--- src/rtl/pipe_ctrl_pkg.sv ---
// Shared constants for the pipeline sequencing controller: stall encodings,
// reset polarity, redirect defaults and the controller state type.
package pipe_ctrl_pkg;

   localparam int MC_LEN_W_DEFAULT = 6;

   typedef logic [5:0]                  stall_bus_t;
   typedef logic [MC_LEN_W_DEFAULT-1:0] mc_len_bus_t;

   localparam logic        RST_ENABLE = 1'b1;
   localparam logic [31:0] ZERO_WORD  = 32'h0000_0000;

   // Stall bit order: [0] pc, [1] IF, [2] ID, [3] EX, [4] MEM, [5] WB.
   localparam stall_bus_t STALL_NONE = 6'b000000;
   localparam stall_bus_t STALL_ID   = 6'b000111;
   localparam stall_bus_t STALL_EX   = 6'b001111;

   typedef enum logic {
      CTRL_RUN = 1'b0,
      CTRL_MC  = 1'b1
   } ctrl_state_e;

endpackage

--- src/rtl/pipe_ctrl.sv ---
// Pipeline sequencing controller: per-stage stall vector, multi-cycle EX
// sequencing with a down-counter, and exception flush with redirect PC.
// Owns no datapath state; drives the pipeline registers' stall/flush inputs.
module pipe_ctrl
   import pipe_ctrl_pkg::*;
#(
   parameter int MC_LEN_W = MC_LEN_W_DEFAULT
) (
   input  logic                clk,
   input  logic                rst,
   input  logic                stallreq_id,
   input  logic                ex_mc_start,
   input  logic [MC_LEN_W-1:0] ex_mc_len,
   input  logic                flush_req,
   input  logic [31:0]         excpt_pc,
   output logic [5:0]          stall,
   output logic                flush,
   output logic [31:0]         new_pc,
   output logic                mc_busy,
   output logic                mc_done,
   output logic [31:0]         perf_stall_cnt
);

   ctrl_state_e         state_q;
   logic [MC_LEN_W-1:0] cnt_q;
   logic                mc_done_q;
   logic [31:0]         perf_cnt_q;
   logic [31:0]         perf_cnt_d;
   logic                accept;

   // A new multi-cycle op is taken only from RUN, never in its own
   // completion cycle (EX still holds ex_mc_start then), never under flush,
   // and only for a non-zero length (length 0 is an ordinary single-cycle op).
   always_comb begin
      accept = (state_q == CTRL_RUN) && ex_mc_start && !mc_done_q &&
               !flush_req && (ex_mc_len != '0);
   end

   // Stall/flush/redirect outputs by priority: flush, multi-cycle, load-use.
   always_comb begin
      // NOTE: every output gets a default first so no path leaves one unassigned and infers a latch.
      stall  = STALL_NONE;
      flush  = 1'b0;
      new_pc = ZERO_WORD;
      if (rst != RST_ENABLE) begin
         if (flush_req) begin
            flush  = 1'b1;
            new_pc = excpt_pc;
         end else if ((state_q == CTRL_MC) || accept) begin
            stall = STALL_EX;
         end else if (stallreq_id) begin
            stall = STALL_ID;
         end
      end
   end

   // Stall-cycle counter advances on every cycle the pc is held.
   always_comb begin
      perf_cnt_d = perf_cnt_q + 32'(stall[0]);
   end

   // Controller FSM: RUN/MC state, remaining-cycle counter and done pulse.
   always_ff @(posedge clk) begin
      // NOTE: state registers use non-blocking assignments so every flop samples pre-edge values.
      if (rst == RST_ENABLE) begin
         state_q   <= CTRL_RUN;
         cnt_q     <= '0;
         mc_done_q <= 1'b0;
      end else if (flush_req) begin
         state_q   <= CTRL_RUN;
         cnt_q     <= '0;
         mc_done_q <= 1'b0;
      end else begin
         case (state_q)
            CTRL_RUN: begin
               if (accept && (ex_mc_len == MC_LEN_W'(1))) begin
                  mc_done_q <= 1'b1;
               end else if (accept) begin
                  state_q   <= CTRL_MC;
                  cnt_q     <= ex_mc_len - MC_LEN_W'(1);
                  mc_done_q <= 1'b0;
               end else begin
                  mc_done_q <= 1'b0;
               end
            end
            CTRL_MC: begin
               cnt_q <= cnt_q - MC_LEN_W'(1);
               if (cnt_q == MC_LEN_W'(1)) begin
                  state_q   <= CTRL_RUN;
                  mc_done_q <= 1'b1;
               end else begin
                  mc_done_q <= 1'b0;
               end
            end
            default: begin
               state_q   <= CTRL_RUN;
               cnt_q     <= '0;
               mc_done_q <= 1'b0;
            end
         endcase
      end
   end

   // Performance counter of pc-stall cycles, wrapping modulo 2^32.
   always_ff @(posedge clk) begin
      if (rst == RST_ENABLE) begin
         perf_cnt_q <= '0;
      end else begin
         perf_cnt_q <= perf_cnt_d;
      end
   end

   assign mc_busy        = (state_q == CTRL_MC);
   assign mc_done        = mc_done_q;
   assign perf_stall_cnt = perf_cnt_q;

endmodule

--- config.mk ---
export PLATFORM = sky130hd
export DESIGN_NAME = pipe_ctrl
export DESIGN_NICKNAME = d
export VERILOG_FILES = /design/src/rtl/pipe_ctrl_pkg.sv /design/src/rtl/pipe_ctrl.sv
export SDC_FILE = /design/constraint.sdc
export NUM_CORES = 1
export LEC_CHECK = 0
export ABC_AREA = 1
export CORE_MARGIN = 2
export CORE_UTILIZATION = 39
export CTS_CLUSTER_DIAMETER = 120
export DETAILED_ROUTE_END_ITERATION = 6
export GPL_TIMING_DRIVEN = 0
export PLACE_DENSITY = 0.78
export SLEW_MARGIN = 20
export SYNTH_ARGS = -nofsm -noshare
export SYNTH_HDL_FRONTEND = slang
export SYNTH_SLANG_ARGS = --single-unit
--- constraint.sdc ---
create_clock -name clk -period 2.4 [get_ports clk]
set_input_delay 0.48 -clock clk [delete_from_list [all_inputs] [get_ports clk]]
set_output_delay 0.48 -clock clk [all_outputs]
set_load 0.01 [all_outputs]
==> summary.md, run 1 <==
| Metric | Value |
|---|---|
| Leakage | `1.677 nW` |
| Vias in the first global route | `2870` |
| Placed Area | `3928 um^2` |
| Fin crit period | `2.333 ns` |
| Max Cap Viol | `0` |
| Cts hold-fix bufs | `0` |
| Final period util | `97.21%` |
| Worst hold slack | `0.4814 ns` |
| Row cnt | `30` |
| Req. time, crit path | `1.92 ns` |
| Min-Delay Path Class | `reg2reg` |
| Final Setup Violations | `0` |
| Worst Slack Setup Final | `0.06692 ns` |
| Synth area leaders | `dfxtp_1 (30%), nand2_1 (19%), nor2_1 (15%)` |
| Core ar. | `6756 um^2` |
| Slowest CP cell | `clkdlybuf4s50_1` |
| Avg Cell Area, Syn | `6.167 um^2` |
| Placed Cells incl. Taps | `630` |
| Overall routing resource usage | `20.32%` |
| Initial antenna violation count | `0` |
| Peak VDD IR | `214.3 uV` |
| Share of flip-flops with an asynchronous set or reset | `0%` |
| H-tree lvl count | `2` |
| Critical path class | `in2out` |
| Clock buffer count from CTS | `5` |
| Yosys top cell area share | `29.71%` |
| Critical path's top delay family | `buffers and inverters` |
| Die X | `87.13 um` |
| Syn Inst Count | `437` |
| PortBufs | `112` |
| Total routed wirelength | `7560 um` |
| Post-DRT Antenna Nets | `0` |
| Critical Path, Cell by Cell | `dlygate4sd2_1 -> clkbuf_8 -> clkbuf_8 -> nor2_1 -> clkdlybuf4s50_1` |
| DR iter-0 viols | `161` |
| Area Growth Syn to Fin | `52.27%` |
| Fin util | `60.74%` |
| Nets | `609` |
| Synth warn | `0` |
| Post-synth EDFFs | `0` |
| Most used cell, CP | `clkbuf_8` |
| P per Cell Area | `370.3 nW/um^2` |
| Syn Std Cell Area | `2695 um^2` |
| Starting Density | `39.89%` |
| Clk_lat worst skew | `0.30 ns` |
| Pre-antenna DRT Iters | `5` |
| Remaining DRCs | `0` |
| Global route overflow | `0` |
| N_diodes | `0` |
| Tightest Pin Transition | `0.5803 ns` |
| Netlist cell types | `34` |
| Final hold vios | `0` |
| CP arrival | `1.85 ns` |
| Max-slew headroom | `61.31%` |
| Die Y | `87.13 um` |
| Max Transition Viols Final | `0` |
| Longest Clk Path Bufs | `2` |
| CP startpoint kind | `primary input` |
| CP max FO | `10` |
| Max Clk Rate | `428.6 MHz` |
| RSZ-0062 raised after global routing | `yes` |
| Final instance area | `4104 um^2` |
| Post-Place Worst Slack | `-0.8266 ns` |
| Flops & latches, synth | `40` |
| CTS tree | `done` |
| First-pass GRT wire length | `12450 um` |
| CP Buf/Inv Count | `4` |
| Routability cong. | `0.8839` |
| Skew final | `0.006049 ns` |
| Worst-path clk slew | `0.08 ns` |
| Avg WL per Cell | `11.79 um` |
| DR vias | `3133` |
| Ports | `116` |
| Die area | `7592 um^2` |
| Status | `complete, no violations` |
| CP peak stage delay | `0.56 ns` |
| Share of cells above drive strength 1 | `11.76%` |
| Largest net degree at the start of global routing | `14` |
| Post-DP HPWL | `6026 um` |
| Clk root buf | `clkbuf_8` |
| Seq/Total Area, Yosys | `29.71%` |
| Final cell count without fillers | `641` |
| Clk sinks | `40` |
| Vias per Instance | `4.888` |
| Dominant cell type by area after synthesis | `dfxtp_1` |
| Ys flop type | `dfxtp_1` |
| Worst Setup End Kind | `output pin` |
-- final timing paths --
kind / to / slack, ns / start / cells past startpoint
hold reg to reg: perf_stall_cnt[31]$_SDFF_PP0_ / 0.48 / perf_stall_cnt[31]$_SDFF_PP0_ / 2
setup reg to reg: perf_stall_cnt[26]$_SDFF_PP0_ / 0.16 / mc_busy$_SDFF_PP0_ / 17
hold / removal: perf_stall_cnt[31]$_SDFF_PP0_ / 0.48 / perf_stall_cnt[31]$_SDFF_PP0_ / 2
setup / recovery: flush / 0.07 / rst / 5
-- stage by stage --
step / setup TNS (ns) / power (W)
global route: -0.1232 / 0.001592
global placement: -33.23 / 0.0009770
floorplan: 0 / 0.0008265
detailed placement: -35.04 / 0.0009827
CTS: 0 / 0.001530
finish: 0 / 0.001520
-- cell usage in the layout (no fill, tap or decap), types with 7 or more instances in the layout --
cell,count
nand3b_1,9
clkdlybuf4s50_1,77
inv_2,7
nor2_1,104
nand2_1,136
dlygate4sd2_1,32
inv_1,22
nand3_1,13
dfxtp_1,40
nand2_2,7
a21oi_1,24
buf_4,8
nor2_4,8
clkbuf_8,7
-- where the power goes --
group	internal, W	leakage [nW]	switching (W)	total (W)
sequential	0.000670	0.323	0.00000676	0.000677
clock	0.000308	0.0541	0.000246	0.000554
combinational	0.000149	1.30	0.000140	0.000289
-- registers in the layout, indices dropped and copies added, names as in the netlist --
register and flops:
cnt_q 6, mc_busy 1, mc_done 1, perf_stall_cnt 32
-- area by class of cell --
| cell class | count | area [um^2] |
|---|---|---|
| Fill cell | 646 | 2653 |
| Inverter | 31 | 121.4 |
| Multi-Input combinational cell | 352 | 1767 |
| Clock buffer | 5 | 68.82 |
| Tap cell | 80 | 100.1 |
| Timing Repair Buffer | 115 | 1095 |
| Clock inverter | 3 | 42.54 |
| Buffer | 15 | 108.9 |
| Sequential cell | 40 | 800.8 |
-- tightest hold or removal path, delay by kind of cell, from the launching register on --
kind | cells | cell delay [ns]
flops | 1 | 0.32
simple gates | 1 | 0.07
compound gates | 1 | 0.05
-- repair_timing --
item | 4_1_cts | 5_1_grt
setup buffers | 3 | 0
endpoints found under the setup margin | 65 | 19
pin swaps | 5 | 2
resized for setup | 60 | 10
-- cells in the mapped netlist (4+ instances only) --
| cell | count |
|---|---|
| ha_1 | 6 |
| nor2_1 | 107 |
| o21ai_0 | 5 |
| inv_2 | 5 |
| nand2_2 | 6 |
| xnor2_1 | 4 |
| inv_1 | 24 |
| nand4_1 | 5 |
| nor2_2 | 5 |
| xor2_1 | 6 |
| buf_4 | 5 |
| nor2_4 | 6 |
| dfxtp_1 | 40 |
| nand2_1 | 138 |
| clkbuf_1 | 9 |
| nand3_1 | 13 |
| a21oi_1 | 24 |
| nand3b_1 | 9 |
-- logic make-up (layout without fill, tap and decap cells) --
| family | Yosys count | count (layout) | share of synthesized area [%] |
|---|---|---|---|
| adders and majority gates | 6 | 6 | 2.785 |
| buffers and inverters | 46 | 169 | 7.289 |
| other | 1 | 2 | 0.1391 |
| xor gates and xnor gates | 10 | 10 | 3.250 |
| DFF | 40 | 40 | 29.71 |
| muxes | 1 | 1 | 0.3714 |
| AOI/OAI and AO/OA | 36 | 36 | 7.475 |
| and+or+nand+nor | 297 | 297 | 48.98 |
-- layer usage --
layer	part of all wire (%)	track usage, %	up-vias
li1	-	-	1601
met3	7.9	5.308	7
met5	0	0	-
met1	41	23.54	1386
met2	50	37.06	139
met4	1.1	5.035	0
Note: power is estimated with default switching activity, not from simulation.
==> inputs of run 2 (changes only) <==
Settings changed: REMOVE_ABC_BUFFERS set to 1.
==> summary.md, run 2 (synthesis results as in run 1) <==
| Metric | Value |
|---|---|
| Req. time, crit path | `1.92 ns` |
| Most used cell, CP | `nand2_2` |
| Total routed wirelength | `7442 um` |
| CP peak stage delay | `0.46 ns` |
| Worst-path clk slew | `0.07 ns` |
| Worst Slack Setup Final | `0.1176 ns` |
| Critical Path, Cell by Cell | `clkdlybuf4s50_1 -> nand2_1 -> nor2_1 -> nand2_2 -> nand2_2 -> nand2_2 -> nand2_4 -> buf_4 -> clkdlybuf4s15_1` |
| Worst Setup End Kind | `output pin` |
| PortBufs | `113` |
| Max Transition Viols Final | `0` |
| Min-Delay Path Class | `reg2reg` |
| Pre-antenna DRT Iters | `4` |
| Most frequent cells in the layout | `nand2_1 (136), nor2_1 (104), clkdlybuf4s50_1 (101)` |
| Final Setup Violations | `0` |
| Overall routing resource usage | `19.88%` |
| Peak VDD IR | `188.1 uV` |
| Row cnt | `30` |
| Die Y | `87.13 um` |
| Skew final | `0.009815 ns` |
| Vias per Instance | `4.846` |
| Setup tns final | `0 ns` |
| Clk_lat worst skew | `0.30 ns` |
| Commonest non-fill, non-tap cell in the layout | `nand2_1` |
| Critical path class | `in2out` |
| Longest Clk Path Bufs | `2` |
| Placed Area | `3870 um^2` |
| Final period util | `95.10%` |
| DR vias | `3077` |
| DR iter-0 viols | `101` |
| CP max FO | `3` |
| WHS Path Cells | `2` |
| Routability cong. | `0.8852` |
| Vias in the first global route | `2911` |
| Power share of the clock group | `35.8%` |
| Post-DRT Antenna Nets | `0` |
| P per Cell Area | `366.6 nW/um^2` |
| Final hold vios | `0` |
| Sw Ratio | `24.92%` |
| Final instance area | `4129 um^2` |
| Share of cells above drive strength 1 | `11.17%` |
| Worst reg2reg path depth | `16` |
| Fin util | `61.11%` |
| RSZ-0062 raised after global routing | `no` |
| Clock buffer count from CTS | `5` |
| Fin crit period | `2.282 ns` |
| Remaining DRCs | `0` |
| Post-DP HPWL | `5760 um` |
| Die area | `7592 um^2` |
| H-tree lvl count | `2` |
| Starting Density | `39.89%` |
| Max FFs per register | `32` |
| Post-Place Worst Slack | `-1.502 ns` |
| Die X | `87.13 um` |
| P_int | `0.001137 W` |
| Avg WL per Cell | `11.72 um` |
| Max Clk Rate | `438.1 MHz` |
| Leakage | `1.587 nW` |
| Core ar. | `6756 um^2` |
| N_diodes | `0` |
| CP startpoint kind | `primary input` |
| CP arrival | `1.80 ns` |
| Nets | `603` |
| Global route overflow | `0` |
| Clk sinks | `40` |
| CTS tree | `done` |
| Status | `complete, no violations` |
| Logic pwr share | `19.4%` |
| Max Cap Viol | `0` |
| Initial antenna violation count | `0` |
| Seq pwr share | `44.8%` |
| Slowest CP cell | `clkdlybuf4s50_1` |
| Ports | `116` |
| Area Growth Syn to Fin | `53.20%` |
| First-pass GRT wire length | `12170 um` |
| Largest net degree at the start of global routing | `45` |
| Worst hold slack | `0.4787 ns` |
| Sw power | `0.0003773 W` |
| Clk root buf | `clkbuf_8` |
## run 2: path summary, 6_finish.rpt
check | startpoint | to | slack [ns]
setup / recovery | ex_mc_start | stall[0] | 0.12
hold / removal | perf_stall_cnt[31]$_SDFF_PP0_ | perf_stall_cnt[31]$_SDFF_PP0_ | 0.48
setup reg to reg | mc_busy$_SDFF_PP0_ | perf_stall_cnt[26]$_SDFF_PP0_ | 0.18
hold reg to reg | perf_stall_cnt[31]$_SDFF_PP0_ | perf_stall_cnt[31]$_SDFF_PP0_ | 0.48
## run 2: layer usage
metal | share of wire, % | track usage, % | vias to the layer above
met1 | 42 | 22.70 | 1350
met2 | 49 | 35.18 | 118
met5 | 0 | 0 | -
met4 | 2.1 | 7.692 | 0
met3 | 6.5 | 5.308 | 15
li1 | - | - | 1594
## run 2: stage by stage
stage | total power (W) | cells
2_1_floorplan | 0.0008012 | 423
3_3_place_gp | 0.0009658 | 616
3_5_place_dp | 0.0009727 | 617
4_1_cts | 0.001522 | 634
5_1_grt | 0.001580 | 635
6_report | 0.001514 | 635
## run 2: what timing repair did
item	4_1_cts	5_1_grt
pin swaps	7	4
gates resized for setup	31	9
setup endpoints to repair	69	20
setup buffers	9	1
hold buffers	0	0
cloned	0	0
## run 2: cell type report
class,count,area [um^2]
well taps,80,100.1
inverters,31,123.9
flip-flops and latches,40,800.8
clock buffers,6,72.57
fillers,644,2628
clock inverters,2,35.03
multi-input cells,352,1779
repair buffers,124,1217
## run 2: power by group through the flow
| stage | logic, W | clock network [W] | registers [W] |
|---|---|---|---|
| 4_1_cts | 0.000293 | 0.000551 | 0.000678 |
| 3_3_place_gp | 0.000273 | 0 | 0.000693 |
| 5_1_grt | 0.000325 | 0.000576 | 0.000679 |
| 3_5_place_dp | 0.000280 | 0 | 0.000693 |
| 6_report | 0.000294 | 0.000541 | 0.000678 |
| 2_1_floorplan | 0.000108 | 0 | 0.000693 |
## run 2: critical path, delay by kind of cell
kind	cells	cell delay [ns]
buffers and inverters	3	0.81
and+or+nand+nor	6	0.50
==> inputs of run 3 (changes only) <==
Settings changed: CORE_UTILIZATION 39 to 43, PLACE_DENSITY 0.78 to 0.81.
Clock period 2.4 ns to 2.2 ns, I/O delays scaled along.
==> summary.md, run 3 (synthesis results as in run 1) <==
| Metric | Value |
|---|---|
| Status | `complete, no violations` |
| Skew final | `0.004997 ns` |
| Min-Delay Path Class | `reg2reg` |
| Worst-path clk slew | `0.07 ns` |
| Row cnt | `28` |
| Max Clk Rate | `466.0 MHz` |
| Vias in the first global route | `3214` |
| Leakage | `1.657 nW` |
| CP max FO | `36` |
| Power share of the clock group | `32.0%` |
| N_diodes | `0` |
| Post-DP HPWL | `5968 um` |
| Routability cong. | `0.8898` |
| Most Used Layer, Global Route | `met2` |
| Clk_lat worst skew | `0.30 ns` |
| Die Y | `83.17 um` |
| P per Cell Area | `377.7 nW/um^2` |
| Area Growth Syn to Fin | `56.96%` |
| Final Setup Violations | `0` |
| Peak VDD IR | `286.9 uV` |
| Overall power | `0.001598 W` |
| Post-DRT Antenna Nets | `0` |
| Clk root buf | `clkbuf_8` |
| CP startpoint kind | `primary input` |
| Final hold vios | `0` |
| Worst Setup End Kind | `output pin` |
| Overall routing resource usage | `23.86%` |
| Longest Clk Path Bufs | `2` |
| DR iter-0 viols | `135` |
| Worst hold slack | `0.4813 ns` |
| Nets | `621` |
| Max FFs per register | `32` |
| Starting Density | `44.99%` |
| Core ar. | `5991 um^2` |
| Post-Place Worst Slack | `-1.674 ns` |
| Most frequent cells in the layout | `nand2_1 (135), nor2_1 (106), clkdlybuf4s50_1 (100)` |
| PortBufs | `113` |
| CP arrival | `1.71 ns` |
| Die area | `6917 um^2` |
| Placed Area | `3864 um^2` |
| Final instance area | `4230 um^2` |
| Fin crit period | `2.146 ns` |
| # fillers | `495` |
| Pre-antenna DRT Iters | `4` |
| Max Transition Viols Final | `0` |
| Avg WL per Cell | `12.99 um` |
| First-pass GRT wire length | `13760 um` |
| Fin util | `70.61%` |
| Max-slew headroom | `64.90%` |
| Clk sinks | `40` |
| Global route overflow | `0` |
| Logic pwr share | `21.8%` |
| Die X | `83.17 um` |
| P_int | `0.001166 W` |
| Req. time, crit path | `1.76 ns` |
| Largest net degree at the start of global routing | `37` |
| Commonest non-fill, non-tap cell in the layout | `nand2_1` |
| Grt met1 use | `25.20%` |
| DR vias | `3291` |
| Critical path class | `in2out` |
| Vias per Instance | `5.079` |
| Tightest Pin Transition | `0.5265 ns` |
| Remaining DRCs | `0` |
| Initial antenna violation count | `0` |
| Max Cap Viol | `0` |
| Sw power | `0.0004314 W` |
| Met3 Use GR | `4.871%` |
| CTS tree | `done` |
| Ports | `116` |
| Total routed wirelength | `8420 um` |
| Final period util | `97.54%` |
| Worst Slack Setup Final | `0.05423 ns` |
| Clock buffer count from CTS | `5` |
| Share of cells above drive strength 1 | `14.66%` |
| Seq pwr share | `46.2%` |
| H-tree lvl count | `2` |
| GR Util met2 | `43.91%` |
| Sw Ratio | `27.00%` |
## run 3: per-stage QoR
stage / TNS (ns) / cells
detailed placement: -71.13 / 612
floorplan: -3.924 / 423
CTS: 0 / 644
global placement: -120.95 / 611
finish: 0 / 648
global route: -0.004176 / 648
## run 3: power groups by stage
stage / clock [W] / combinational, W / sequential, W
final: 0.000511 / 0.000348 / 0.000739
after global routing: 0.000552 / 0.000380 / 0.000740
after CTS: 0.000520 / 0.000330 / 0.000740
after detailed placement: 0 / 0.000304 / 0.000756
after global placement: 0 / 0.000296 / 0.000756
after floorplan: 0 / 0.000118 / 0.000756
## run 3: what timing repair did
action / CTS / global route
endpoints found under the setup margin: 69 / 24
resized for setup: 39 / 12
setup buffers: 24 / 4
hold endpoints to repair: 0 / 0
pin swaps: 9 / 7
hold buffers: 0 / 0
## run 3: cell type report
class | instances | area, um^2 | share of cell area (%)
well taps | 75 | 93.84 | 2.218
multi-input cells | 352 | 1787 | 42.24
clock inverters | 2 | 10.01 | 0.2366
inverters | 31 | 123.9 | 2.928
repair buffers | 142 | 1329 | 31.41
flip-flops and latches | 40 | 804.5 | 19.02
clock buffers | 6 | 82.58 | 1.952
## run 3: routing by layer
metal  vias to the layer above  wire length (um)
li1                       1630                 -
met1                      1487              3372
met2                       149              4216
met3                        25               566
met4                         0               265
met5                         -                 0
## run 3: worst paths after layout
| path | from | endpoint | slack [ns] | cells past startpoint |
|---|---|---|---|---|
| setup / recovery | rst | new_pc[10] | 0.05 | 4 |
| hold / removal | perf_stall_cnt[31]$_SDFF_PP0_ | perf_stall_cnt[31]$_SDFF_PP0_ | 0.48 | 2 |
| setup reg to reg | mc_busy$_SDFF_PP0_ | perf_stall_cnt[10]$_SDFF_PP0_ | 0.14 | 15 |
| hold reg to reg | perf_stall_cnt[31]$_SDFF_PP0_ | perf_stall_cnt[31]$_SDFF_PP0_ | 0.48 | 2 |
## run 3: critical path, cell delays in order
cell             delay [ns]
buf_2                  0.43
buf_12                 0.26
nor2_1                 0.08
clkdlybuf4s50_1        0.48
